[src/rtl/ifu_fetch.sv]
// ifu_fetch: instruction-fetch unit owning the PC, issuing one outstanding imem
// request at a time and buffering returned instructions in a small FIFO.
// Ports: clk/rst (async, active-high); imem_req_* request handshake and
// address; imem_resp_* returned instruction; redirect_* flush and restart;
// inst_valid/inst_ready/inst_pc/inst FIFO head towards the decoder.
module ifu_fetch #(
  parameter int XLEN = 64,
  parameter int ILEN = 32,
  parameter logic [XLEN-1:0] RESET_PC = 64'h80000000,
  parameter int FIFO_DEPTH = 2
) (
  input  logic            clk,
  input  logic            rst,
  output logic            imem_req_valid,
  input  logic            imem_req_ready,
  output logic [XLEN-1:0] imem_req_addr,
  input  logic            imem_resp_valid,
  input  logic [ILEN-1:0] imem_resp_data,
  input  logic            redirect_valid,
  input  logic [XLEN-1:0] redirect_pc,
  output logic            inst_valid,
  input  logic            inst_ready,
  output logic [XLEN-1:0] inst_pc,
  output logic [ILEN-1:0] inst
);
  localparam int PW = FIFO_DEPTH > 1 ? $clog2(FIFO_DEPTH) : 1;
  localparam int CW = $clog2(FIFO_DEPTH + 1);
  localparam logic [CW-1:0] DEPTH_C = CW'(FIFO_DEPTH);
  localparam logic [PW-1:0] LAST_C = PW'(FIFO_DEPTH - 1);
  typedef enum logic [1:0] {S_IDLE, S_REQ, S_WAIT} state_t;
  state_t state_q, state_d;
  logic [XLEN-1:0] pc_q, pc_d;
  logic drop_q, drop_d;
  logic [CW-1:0] cnt_q, cnt_d;
  logic [PW-1:0] wr_q, wr_d, rd_q, rd_d;
  logic [XLEN-1:0] fpc_q [FIFO_DEPTH];
  logic [ILEN-1:0] fdat_q [FIFO_DEPTH];
  logic push, pop, stay_wait;
  function automatic logic [PW-1:0] nxt(input logic [PW-1:0] p);
    return p == LAST_C ? '0 : p + 1'b1;
  endfunction
  assign imem_req_valid = state_q == S_REQ;
  assign imem_req_addr = pc_q;
  assign inst_valid = cnt_q != '0;
  assign inst_pc = inst_valid ? fpc_q[rd_q] : '0;
  assign inst = inst_valid ? fdat_q[rd_q] : '0;
  always_comb begin
    push = state_q == S_WAIT && imem_resp_valid && !drop_q && !redirect_valid;
    pop = inst_valid && inst_ready && !redirect_valid;
    // a redirect leaves an accepted request in flight only when its response has not yet returned
    stay_wait = (state_q == S_WAIT && !imem_resp_valid) || (state_q == S_REQ && imem_req_ready);
    state_d = state_q;
    pc_d = pc_q;
    drop_d = drop_q;
    case (state_q)
      S_IDLE: state_d = cnt_q < DEPTH_C ? S_REQ : S_IDLE;
      S_REQ: begin
        state_d = imem_req_ready ? S_WAIT : S_REQ;
        pc_d = imem_req_ready ? pc_q + XLEN'(4) : pc_q;
      end
      S_WAIT: begin
        state_d = !imem_resp_valid ? S_WAIT : (cnt_q + CW'(push) < DEPTH_C ? S_REQ : S_IDLE);
        drop_d = imem_resp_valid ? 1'b0 : drop_q;
      end
      default: state_d = S_IDLE;
    endcase
    if (redirect_valid) begin
      pc_d = redirect_pc & ~XLEN'(3);
      state_d = stay_wait ? S_WAIT : S_REQ;
      drop_d = stay_wait;
    end
    cnt_d = redirect_valid ? '0 : cnt_q + CW'(push) - CW'(pop);
    wr_d = redirect_valid ? '0 : (push ? nxt(wr_q) : wr_q);
    rd_d = redirect_valid ? '0 : (pop ? nxt(rd_q) : rd_q);
  end
  always_ff @(posedge clk or posedge rst) begin
    if (rst) begin
      state_q <= S_IDLE;
      pc_q <= RESET_PC;
      drop_q <= 1'b0;
      cnt_q <= '0;
      wr_q <= '0;
      rd_q <= '0;
    end else begin
      state_q <= state_d;
      pc_q <= pc_d;
      drop_q <= drop_d;
      cnt_q <= cnt_d;
      wr_q <= wr_d;
      rd_q <= rd_d;
    end
  end
  // in WAIT without a pending drop, pc_q has already advanced past the request address
  always_ff @(posedge clk) begin
    if (push) begin
      fpc_q[wr_q] <= pc_q - XLEN'(4);
      fdat_q[wr_q] <= imem_resp_data;
    end
  end
endmodule

[config.mk]
export PLATFORM = sky130hd
export DESIGN_NAME = ifu_fetch
export DESIGN_NICKNAME = d
export VERILOG_FILES = /design/src/rtl/ifu_fetch.sv
export SDC_FILE = /design/constraint.sdc
export NUM_CORES = 1
export LEC_CHECK = 0
export ABC_CLOCK_PERIOD_IN_PS = 32100
export BUFFER_PORTS_ARGS = -buffer_cell sky130_fd_sc_hd__buf_2
export CORE_MARGIN = 2
export CORE_UTILIZATION = 42
export DETAILED_ROUTE_END_ITERATION = 6
export PLACE_DENSITY_LB_ADDON = 0.3
export SLEW_MARGIN = 20
export SYNTH_ARGS = -nofsm -noshare
export SYNTH_HDL_FRONTEND = slang
export SYNTH_SLANG_ARGS = --single-unit
[constraint.sdc]
create_clock -name clk -period 32.1 [get_ports clk]
set_clock_uncertainty 0.2 [all_clocks]
set_input_delay 3.21 -clock clk [delete_from_list [all_inputs] [get_ports clk]]
set_output_delay 3.21 -clock clk [all_outputs]
set_load 0.005 [all_outputs]
==> results.py <==
metrics = {
    "outcome": {
        "outcome": "finished clean",
    },
    "pwr": {
        "p_int_uw": 605.8,
        "seqPwrFrac": 0.494,
        "switchingPower_uw": 196.0,
        "power.share.clock": 0.411,
        "p_per_area_mw_per_mm2": 53.69,
        "switching_share": 0.2444,
        "power_leakage_nw": 5.520,
        "share_comb_of_total_power": 0.095,
        "ir_drop_mv": 0.03459,
    },
    "yosys": {
        "synth.avg_cell_area_sq_um": 11.46,
        "synthSimpleGateAreaFrac": 0.1789,
        "synth-seq-cells": 257,
        "synth_area_leaders": "edfxtp_1 (45%), dfrtp_1 (14%), mux2i_1 (7.6%), nor2_1 (4.5%), xnor2_1 (4.4%)",
        "synth_xor_area_frac": 0.06824,
        "synthAdderAreaFrac": 0.004020,
        "yosysSeqAreaShare": 0.5923,
        "ys_warn_count": 0,
        "muxShareOfSynthArea": 0.07739,
        "yosysMostFrequentCell": "edfxtp_1",
        "netlist_area_sq_mm": 0.01245,
        "ys_top_cells_by_count": "edfxtp_1 (188), nor2_1 (148), mux2i_1 (94)",
        "synth_cells": 1086,
        "synth_top_family_by_area": "simple AND/OR/NAND/NOR gates",
        "synth-edff-count": 188,
        "synth_top_area_share": 0.4535,
        "synth-compound-area-share": 0.04553,
        "synth_area_leader_cell": "edfxtp_1",
        "synth_cell_types": 50,
        "ys_async_sr_fraction": 0.2685,
        "synth-main-ff-cell": "edfxtp_1",
    },
    "floorplan": {
        "die_h_um": 176.2,
        "initial_core_util": 0.4234,
        "std_cell_rows": 63,
        "ioPinCount": 264,
        "die_area_sq_mm": 0.03103,
        "die_w_um": 176.2,
        "core_area_sq_mm": 0.02940,
    },
    "cells_and_area": {
        "stdcell_area_sq_mm": 0.01493,
        "finalNetCount": 1406,
        "syn_to_final_growth_pct": 19.94,
        "drive_gt1_frac": 0.2504,
    },
    "cts": {
        "clk-insertion-delay-late_ns": 0.54,
        "clock_path_buffers": 3,
        "cts.hold.buffers_added": 0,
        "post-cts-setup-buffer-count": 0,
        "root_buffer": "clkbuf_16",
        "clock_sinks": 257,
        "clkTransAtPathRegs_ns": 0.07,
        "cts_resized": 0,
        "cts_buffers": 28,
        "htreeDepth": 1,
        "cts_tree": "done",
    },
    "placement": {
        "numPortBuffers": 257,
        "place_area_sq_mm": 0.01397,
        "gp_congestion": 0.8628,
        "dpl.hpwl_mm": 22.15,
    },
    "worst_setup_path": {
        "crit_arrival_ns": 3.06,
        "critPathMaxFanout": 57,
        "crit_path_end_kind": "output pin",
        "crit_type": "reg2out",
        "crit_required_ns": 28.69,
        "worst_setup_path_start_kind": "flop",
    },
    "route": {
        "wl_per_cell_um": 18.85,
        "drtIter0Drc": 584,
        "wl_mm": 32.30,
        "drc": 0,
        "routed-via-count": 9127,
        "dr.pass1.iters": 5,
        "via_per_inst": 5.325,
        "ant_nets": 0,
    },
    "timing": {
        "finalCritPeriodShare": 0.2015,
        "slew_headroom": 0.2627,
        "max_freq_ghz": 0.1546,
        "hold_viol_final": 0,
        "rsz0062_at_grt": "false",
        "worst_pin_slew_ns": 1.096,
        "finalMaxSlewViolations": 0,
        "fin_crit_ns": 6.467,
        "setup-tns-final_ns": 0,
        "setup_viol": 0,
    },
    "global_route": {
        "overflow": 0,
        "grtUsageTotal": 0.2041,
        "grt_max_degree": 77,
        "grt_pass1_wl_mm": 49.25,
        "first_global_vias": 8593,
        "antenna_found_initial": 2,
    },
    "hold_path": {
        "holdCritPathClass": "reg2reg",
    },
    "job": {
        "drv_cap": 0,
    },
}
sequential cells by signal, summed over array words and instances, names as in the netlist:
register,count
drop_q,1
cnt_q,2
wr_q,1
fpc_q,124
state_q,2
imem_req_addr,62
rd_q,1
fdat_q,64
through the flow:
step / cells / total power, mW / utilization / hold WS, ns / setup WS, ns
5_1_grt: 1714 / 0.8348 / 0.5079 / 0.4349 / 25.43
3_5_place_dp: 1660 / 0.4791 / 0.4751 / 0.3968 / 26.06
2_1_floorplan: 1089 / 0.4425 / - / 0.3359 / 18.60
3_3_place_gp: 1660 / 0.4763 / 0.4751 / 0.3708 / 26.09
6_report: 1714 / 0.8017 / 0.5079 / 0.4101 / 25.63
4_1_cts: 1712 / 0.8092 / 0.5073 / 0.4162 / 25.55
metal layers:
metal / track usage / wire (um) / vias to the layer above
met3: 0.02778 / 2006 / 53
met1: 0.3023 / 14890 / 4401
li1: - / - / 4360
met4: 0.07025 / 925 / 0
met5: 0 / 0 / -
met2: 0.3088 / 14480 / 313
power by group through the flow:
stage	sequential (mW)	clock (mW)	combinational, mW
global route	0.398	0.351	0.0854
global placement	0.401	0	0.0751
CTS	0.395	0.336	0.0775
finish	0.396	0.329	0.0765
floorplan	0.390	0	0.0529
detailed placement	0.402	0	0.0770
layout by cell type, fill, tap and decap left out, types with 3 or more instances in the layout:
cell type / instances
ha_1: 4
mux2i_1: 94
nor4_1: 18
xor2_1: 34
clkbuf_1: 10
or4_1: 19
or4_2: 3
buf_2: 257
and4_1: 7
and2_1: 7
xnor2_1: 63
and3_1: 12
clkbuf_16: 29
nand3b_1: 7
clkinv_2: 3
inv_1: 10
edfxtp_1: 188
or2_2: 5
o31ai_1: 13
nor3_1: 23
nor2_1: 147
nand2_1: 85
bufinv_16: 4
buf_4: 11
a31oi_1: 22
nand2b_1: 3
or3_1: 17
nand3_1: 31
conb_1: 4
nor4_2: 3
dfrtp_1: 67
a21oi_1: 3
o311ai_0: 6
o21ai_0: 48
nand4b_1: 8
nand4_1: 29
cell families after synthesis:
| logic type | count (synthesis) |
|---|---|
| flops | 257 |
| mux | 96 |
| simple gates | 438 |
| xor+xnor | 97 |
| compound gates | 95 |
| buf+inv | 98 |
| fa+ha+maj | 4 |
| other cells | 1 |
final timing paths:
| path | from | slack (ns) | depth (start not counted) | to |
|---|---|---|---|---|
| setup / recovery | rd_q | 25.63 | 4 | inst_pc[34] |
| hold / removal | wr_q | 0.41 | 2 | wr_q |
| setup reg to reg | imem_req_addr[19] | 28.61 | 5 | fpc_q[0][36] |
| hold reg to reg | wr_q | 0.41 | 2 | wr_q |
| max in group asynchronous | rst | 28.24 | 3 | rd_q |
| min in group asynchronous | rst | 2.76 | 3 | imem_req_addr[39] |
cell type report:
| cell class | count | area [sq um] |
|---|---|---|
| tap | 390 | 488.0 |
| timing repair buffer | 268 | 1369 |
| clock buffer | 40 | 777.0 |
| sequential | 257 | 7377 |
| multi-input combinational | 734 | 4707 |
| fill | 2639 | 14470 |
| antenna | 2 | 5.005 |
| clock inverter | 12 | 167.7 |
| inverter | 11 | 41.29 |
worst max-delay path, stage by stage, from the launching register on:
cell     delay (ns)
dfrtp_4        0.89
buf_4          0.90
mux2i_1        0.45
nor2_1         0.06
buf_2          0.15
Note: power is estimated with default switching activity, not from simulation.
